File: src/rtl/ps2_pkg.sv
// Purpose: shared scan-code constants, event record and decoder state encoding.
// Latency: n/a (declarations only).
// Backpressure: n/a.
package ps2_pkg;

    localparam logic [7:0] SC_EXT    = 8'hE0;
    localparam logic [7:0] SC_BRK    = 8'hF0;
    localparam logic [7:0] SC_PAUSE  = 8'hE1;
    localparam logic [7:0] SC_ACK    = 8'hFA;
    localparam logic [7:0] SC_BAT    = 8'hAA;
    localparam logic [7:0] SC_ECHO   = 8'hEE;
    localparam logic [7:0] SC_RESEND = 8'hFE;
    localparam logic [7:0] SC_ERR0   = 8'h00;
    localparam logic [7:0] SC_ERR1   = 8'hFF;

    // Pause is E1 followed by seven more bytes that carry no extra information
    localparam logic [2:0] PAUSE_SKIP = 3'd7;

    localparam int EVT_W = 10;

    // Field order {brk, ext, code}
    typedef struct packed {
        logic       brk;
        logic       ext;
        logic [7:0] code;
    } evt_t;

    typedef enum logic [2:0] {
        ST_IDLE    = 3'd0,
        ST_EXT     = 3'd1,
        ST_BRK     = 3'd2,
        ST_EXT_BRK = 3'd3,
        ST_PAUSE   = 3'd4
    } state_t;

    // Keyboard housekeeping bytes that never form part of a key event
    function automatic logic is_ctrl(input logic [7:0] b);
        return (b == SC_ACK) || (b == SC_BAT) || (b == SC_ECHO) ||
               (b == SC_RESEND) || (b == SC_ERR0) || (b == SC_ERR1);
    endfunction

    function automatic logic is_prefix(input logic [7:0] b);
        return (b == SC_EXT) || (b == SC_BRK) || (b == SC_PAUSE);
    endfunction

endpackage

File: src/rtl/ps2_event_fifo.sv
// Purpose: generic synchronous first-word-fall-through FIFO.
// Latency: written word is visible on dout one clock after push when empty.
// Backpressure: push ignored when full unless a pop happens in the same cycle.
module ps2_event_fifo #(
    parameter int WIDTH = 10,
    parameter int DEPTH = 8
) (
    input  logic                         clk,
    input  logic                         rst,
    input  logic                         push,
    input  logic [WIDTH-1:0]             din,
    output logic                         full,
    input  logic                         pop,
    output logic [WIDTH-1:0]             dout,
    output logic                         empty,
    output logic [$clog2(DEPTH+1)-1:0]   count
);

    localparam int AW = $clog2(DEPTH);
    localparam int CW = $clog2(DEPTH+1);

    logic [WIDTH-1:0] mem [DEPTH];
    logic [AW-1:0]    wr_ptr;
    logic [AW-1:0]    rd_ptr;
    logic             do_push;
    logic             do_pop;

    assign empty   = (count == '0);
    assign full    = (count == CW'(DEPTH));
    assign do_pop  = pop && !empty;
    // A pop frees a slot in the same cycle, so a full FIFO can still accept
    assign do_push = push && (!full || do_pop);
    assign dout    = mem[rd_ptr];

    // Pointer and occupancy tracking; pointers wrap naturally (DEPTH is 2^n)
    always_ff @(posedge clk or posedge rst) begin
        if (rst) begin
            wr_ptr <= '0;
            rd_ptr <= '0;
            count  <= '0;
        end else begin
            if (do_push) wr_ptr <= wr_ptr + AW'(1);
            if (do_pop)  rd_ptr <= rd_ptr + AW'(1);
            case ({do_push, do_pop})
                2'b10:   count <= count + CW'(1);
                2'b01:   count <= count - CW'(1);
                default: count <= count;
            endcase
        end
    end

    // Storage array, no reset needed: contents are only read when non-empty
    always_ff @(posedge clk) begin
        if (do_push) mem[wr_ptr] <= din;
    end

endmodule

File: src/rtl/ps2_scancode_decoder.sv
// Purpose: decode PS/2 set-2 byte stream (E0/F0/E1 prefixes) into key events.
// Latency: event on evt_* one clock after the completing byte (FIFO empty).
// Backpressure: evt_valid/evt_ready; events dropped with sticky overflow when full.
module ps2_scancode_decoder
    import ps2_pkg::*;
#(
    parameter int FIFO_DEPTH     = 8,
    parameter int TIMEOUT_CYCLES = 100000
) (
    input  logic                              CLOCK_50,
    input  logic                              reset,
    input  logic [7:0]                        rx_data,
    input  logic                              rx_valid,
    output logic [7:0]                        evt_code,
    output logic                              evt_ext,
    output logic                              evt_break,
    output logic                              evt_valid,
    input  logic                              evt_ready,
    output logic [$clog2(FIFO_DEPTH+1)-1:0]   fifo_count,
    output logic                              overflow,
    input  logic                              clr_overflow,
    output logic                              seq_error
);

    localparam int TW = $clog2(TIMEOUT_CYCLES);

    state_t        state, state_nx;
    logic [2:0]    skip, skip_nx;
    logic [TW-1:0] tcnt;
    logic          tmo;
    logic          push;
    evt_t          push_evt;
    logic          err;

    logic          fifo_full;
    logic          fifo_empty;
    logic          pop;
    logic [EVT_W-1:0] fifo_dout;
    evt_t          head;
    evt_t          hold;
    evt_t          shown;

    // Partial sequence abandoned when the line has been quiet too long
    assign tmo = (state != ST_IDLE) && !rx_valid &&
                 (tcnt == TW'(TIMEOUT_CYCLES - 1));

    // State, Pause skip count and idle-timeout counter
    always_ff @(posedge CLOCK_50 or posedge reset) begin
        if (reset) begin
            state <= ST_IDLE;
            skip  <= '0;
            tcnt  <= '0;
        end else begin
            state <= state_nx;
            skip  <= skip_nx;
            if (rx_valid || state == ST_IDLE || tmo) tcnt <= '0;
            else                                     tcnt <= tcnt + TW'(1);
        end
    end

    // Sequence decode: next state, event push and malformed-sequence detection
    always_comb begin
        state_nx = state;
        skip_nx  = skip;
        push     = 1'b0;
        push_evt = '0;
        err      = 1'b0;
        if (rx_valid) begin
            case (state)
                ST_IDLE: begin
                    if (rx_data == SC_EXT)        state_nx = ST_EXT;
                    else if (rx_data == SC_BRK)   state_nx = ST_BRK;
                    else if (rx_data == SC_PAUSE) begin
                        state_nx = ST_PAUSE;
                        skip_nx  = PAUSE_SKIP;
                    end else if (!is_ctrl(rx_data)) begin
                        push     = 1'b1;
                        push_evt = '{brk: 1'b0, ext: 1'b0, code: rx_data};
                    end
                end
                ST_EXT: begin
                    if (rx_data == SC_BRK)      state_nx = ST_EXT_BRK;
                    else if (rx_data == SC_EXT) state_nx = ST_EXT;
                    else if (is_ctrl(rx_data) || rx_data == SC_PAUSE) begin
                        err      = 1'b1;
                        state_nx = ST_IDLE;
                    end else begin
                        push     = 1'b1;
                        push_evt = '{brk: 1'b0, ext: 1'b1, code: rx_data};
                        state_nx = ST_IDLE;
                    end
                end
                ST_BRK, ST_EXT_BRK: begin
                    state_nx = ST_IDLE;
                    if (is_prefix(rx_data) || is_ctrl(rx_data)) begin
                        err = 1'b1;
                    end else begin
                        push     = 1'b1;
                        push_evt = '{brk: 1'b1, ext: (state == ST_EXT_BRK),
                                     code: rx_data};
                    end
                end
                ST_PAUSE: begin
                    if (skip == 3'd1) begin
                        push     = 1'b1;
                        push_evt = '{brk: 1'b0, ext: 1'b1, code: SC_PAUSE};
                        state_nx = ST_IDLE;
                    end else begin
                        skip_nx = skip - 3'd1;
                    end
                end
                default: state_nx = ST_IDLE;
            endcase
        end else if (tmo) begin
            err      = 1'b1;
            state_nx = ST_IDLE;
        end
    end

    // Sticky overflow (set beats clear) and one-cycle error pulse
    always_ff @(posedge CLOCK_50 or posedge reset) begin
        if (reset) begin
            overflow  <= 1'b0;
            seq_error <= 1'b0;
        end else begin
            seq_error <= err;
            if (push && fifo_full && !pop) overflow <= 1'b1;
            else if (clr_overflow)         overflow <= 1'b0;
        end
    end

    assign pop = evt_valid && evt_ready;

    ps2_event_fifo #(
        .WIDTH (EVT_W),
        .DEPTH (FIFO_DEPTH)
    ) u_fifo (
        .clk   (CLOCK_50),
        .rst   (reset),
        .push  (push),
        .din   (push_evt),
        .full  (fifo_full),
        .pop   (pop),
        .dout  (fifo_dout),
        .empty (fifo_empty),
        .count (fifo_count)
    );

    assign head = evt_t'(fifo_dout);

    // Remember the last popped event so evt_* stay put once the FIFO drains
    always_ff @(posedge CLOCK_50 or posedge reset) begin
        if (reset)    hold <= '0;
        else if (pop) hold <= head;
    end

    assign shown     = fifo_empty ? hold : head;
    assign evt_valid = !fifo_empty;
    assign evt_code  = shown.code;
    assign evt_ext   = shown.ext;
    assign evt_break = shown.brk;

endmodule

File: config.mk
export PLATFORM = sky130hd
export DESIGN_NAME = ps2_scancode_decoder
export DESIGN_NICKNAME = d
export VERILOG_FILES = /design/src/rtl/ps2_pkg.sv /design/src/rtl/ps2_event_fifo.sv /design/src/rtl/ps2_scancode_decoder.sv
export SDC_FILE = /design/constraint.sdc
export NUM_CORES = 1
export LEC_CHECK = 0
export ABC_AREA = 1
export CAP_MARGIN = 0
export CORE_AREA = 2 2 81 141
export DETAILED_ROUTE_END_ITERATION = 6
export DIE_AREA = 0 0 83 143
export PLACE_DENSITY_LB_ADDON = 0.08
export SYNTH_ARGS = -nofsm -noshare
export SYNTH_HDL_FRONTEND = slang
export SYNTH_SLANG_ARGS = --single-unit
export TNS_END_PERCENT = 100
File: constraint.sdc
create_clock -name CLOCK_50 -period 3.1 [get_ports CLOCK_50]
set_input_delay 0.93 -clock CLOCK_50 [delete_from_list [all_inputs] [get_ports CLOCK_50]]
set_output_delay 0.93 -clock CLOCK_50 [all_outputs]
set_load 0.01 [all_outputs]
==> metrics.cfg <==
[detailed_routing]
vias=4402
drc_errors=0
drtAntennaViolNets=0
dr.pass1.iters=5
routed_wirelength_mm=12.8
drtIter0Drc=378
drt-vias-per-instance=5.53
drt-wirelength-per-cell_um=16.1

[clock_tree]
clk_pin_slew_ns=0.06
clockBufferDepth=2
cts_sinks=125
clk_latency_ns=0.41
cts_buffers=17
cts_tree=done
holdBufCountCts=0
cts_setup_buffers=0
cts-htree-levels=4
cts_root_buffer=clkbuf_16

[setup_path]
critPathLaunchType=flop
worstSetupEndpointType=output port
timing.rr.end=u_fifo.count[2]
r2r_cells=12
worstPathArrival_ns=2.04
critical_path_class=flop to output port
cp.required_ns=2.17
path_max_fanout=20
rrSetupSlack_ns=0.79
r2r-start=u_fifo.count[0]

[pwr]
p_total_w=0.00640
switching_power_w=0.00215
p_clk_share_pct=29.8
p_leak_nw=2.83
p_per_area_nw_per_um2=889
switching_share_pct=33.6
p_int_w=0.00425
p_seq_share_pct=36.2
power_frac_comb_pct=34.1
ir_worst_vdd_mv=0.641

[min_path]
hp-start=tcnt[0]
hold_end=tcnt[0]
whs_path_depth=1
min_path_type=flop to flop

[floorplanning]
coreArea_sq_um=10700
die_w_um=83
fp.dieH_um=143
start_util_pct=54.1
die_area_sq_um=11900
pin_count=30
rows=50

[timing]
max_slew.worst_pin.slew_ns=1.05
rsz0062_at_grt=no
relSlewSlack_pct=29.1
period_needed_ns=2.97
max_freq_ghz=0.337
timing.final.ws_setup_ns=0.130
period_share_pct=95.8
setup_viol=0
clock_skew_ns=0.00692
final-hold-violation-count=0
hold_slack_ns=0.470
report.final.slew_viol_count=0

[grt]
grt_max_degree=43
track_usage_pct=22.8
grt_pass1_vias=4531
grt_pass1_wl_mm=21.1
grt-ovfl-total=0
antenna_found_initial=0

[synth]
synth.avg_cell_area_sq_um=9.87
seq_area_frac_synth_pct=61.0
synth_flop_cell=edfxtp_1
synthCells=586
synth-seq-cells=125
synth-edff-count=80
synth_area_sq_um=5780
async_reset_ff_share_pct=36.0
syn_nets=607
yosysWarnings=0
synthDistinctLibCells=34

[layout]
synthToLayoutAreaGrowth_pct=24.4
layout_common_cells=nor2_1, nand2_1, edfxtp_1
diodes=0
final_common_cell=nor2_1
drive_gt1_share_pct=15.3
num-nets-final=674
postLayoutCoreUtil_pct=67.2

[placed_design]
gp_congestion=0.838
io_buffer_count=29
dp_hpwl_mm=8.83
place_ws_ns=-0.252

[run]
max_cap_violations=0

[status]
outcome=finished, final reports clean

stage by stage:
| step | TNS, ns | instance area (sq um) | cells |
|---|---|---|---|
| final | 0 | 7190 | 796 |
| after global routing | 0 | 7190 | 796 |
| after CTS | -0.356 | 7170 | 796 |
| after detailed placement | -4.65 | 6560 | 763 |
| after global placement | -0.483 | 6560 | 763 |
| after floorplan | 0 | 5780 | 586 |
layout make-up:
cell class / count / area [sq um]
clock buffer: 20 / 457
clock inverter: 12 / 120
fill: 817 / 3500
inverter: 50 / 188
multi-input combinational: 388 / 1970
sequential: 125 / 3530
tap: 130 / 163
timing repair buffer: 71 / 769
power by group through the flow:
stage / logic (W) / clock network [W] / registers [W]
4_1_cts: 0.00217 / 0.00192 / 0.00231
6_report: 0.00218 / 0.00190 / 0.00231
3_3_place_gp: 0.00209 / 0 / 0.00231
2_1_floorplan: 0.00132 / 0 / 0.00225
5_1_grt: 0.00243 / 0.00199 / 0.00234
3_5_place_dp: 0.00216 / 0 / 0.00233
worst max-delay path, cell delays in order, from the launching register on:
cell	delay, ns
dfrtp_2	0.44
inv_2	0.11
bufbuf_16	0.31
o21ai_0	0.10
o211ai_1	0.09
o21ai_0	0.14
o21ai_0	0.17
dlygate4sd2_1	0.28
sequential cells by signal, summed over array words and instances (netlist names):
| register | count |
|---|---|
| skip | 3 |
| overflow | 1 |
| u_fifo.mem | 80 |
| hold | 10 |
| tcnt | 17 |
| u_fifo.rd_ptr | 3 |
| u_fifo.wr_ptr | 3 |
| seq_error | 1 |
| u_fifo.count | 4 |
| state | 3 |
cell usage after synthesis, types with 2 or more instances:
master	n	share of area [%]
nor2_2	15	1.6
nand3_2	2	0.35
dfrtp_1	45	19
xnor2_1	5	0.76
o32ai_1	10	1.5
edfxtp_1	80	42
buf_2	8	0.69
nand4_1	8	0.87
nand3_1	17	1.5
inv_1	48	3.1
nand2_1	91	5.9
inv_2	2	0.13
o21ai_0	63	5.5
o21ai_1	7	0.61
a21oi_1	15	1.3
nor3_1	14	1.2
xor2_1	8	1.2
a22oi_1	2	0.26
nand2_2	3	0.32
clkbuf_1	12	0.78
ha_1	8	1.7
o31ai_1	2	0.26
o211ai_1	10	1.3
nor4_1	2	0.22
nor2_1	100	6.5
worst max path at each step:
| stage | startpoint | cells past startpoint | slack (ns) | endpoint |
|---|---|---|---|---|
| finish | u_fifo.rd_ptr[0] | 7 | 0.13 | evt_code[3] |
| global route | u_fifo.rd_ptr[0] | 7 | 0.007 | evt_code[7] |
| CTS | u_fifo.rd_ptr[0] | 8 | -0.19 | evt_ext |
| detailed placement | rx_data[3] | 16 | -0.25 | u_fifo.count[2] |
| global placement | rx_data[5] | 15 | -0.12 | u_fifo.count[2] |
| floorplan | rx_data[5] | 15 | 0.31 | u_fifo.count[2] |
per-layer routing:
layer	GRT usage (%)	routed length [um]	vias to the layer above
met3	4.97	542	23
met4	10.1	255	0
met1	23.2	4760	2115
met2	44.1	7270	122
met5	0	0	-
li1	-	-	2142
timing repair:
action	CTS	global route
endpoints found under the setup margin	10	10
gates cloned	1	0
gates resized for setup	12	18
pin swaps	0	1
logic make-up (layout without fill, tap and decap cells):
kind of cell / count (synthesis) / count (layout) / synth area share, %
xor+xnor: 13 / 13 / 1.97
buf+inv: 73 / 153 / 5.11
flops: 125 / 125 / 61.0
fa+ha+maj: 8 / 8 / 1.73
simple gates: 257 / 257 / 19.4
compound gates: 110 / 110 / 10.8
Power figures use the tool's default switching activity.
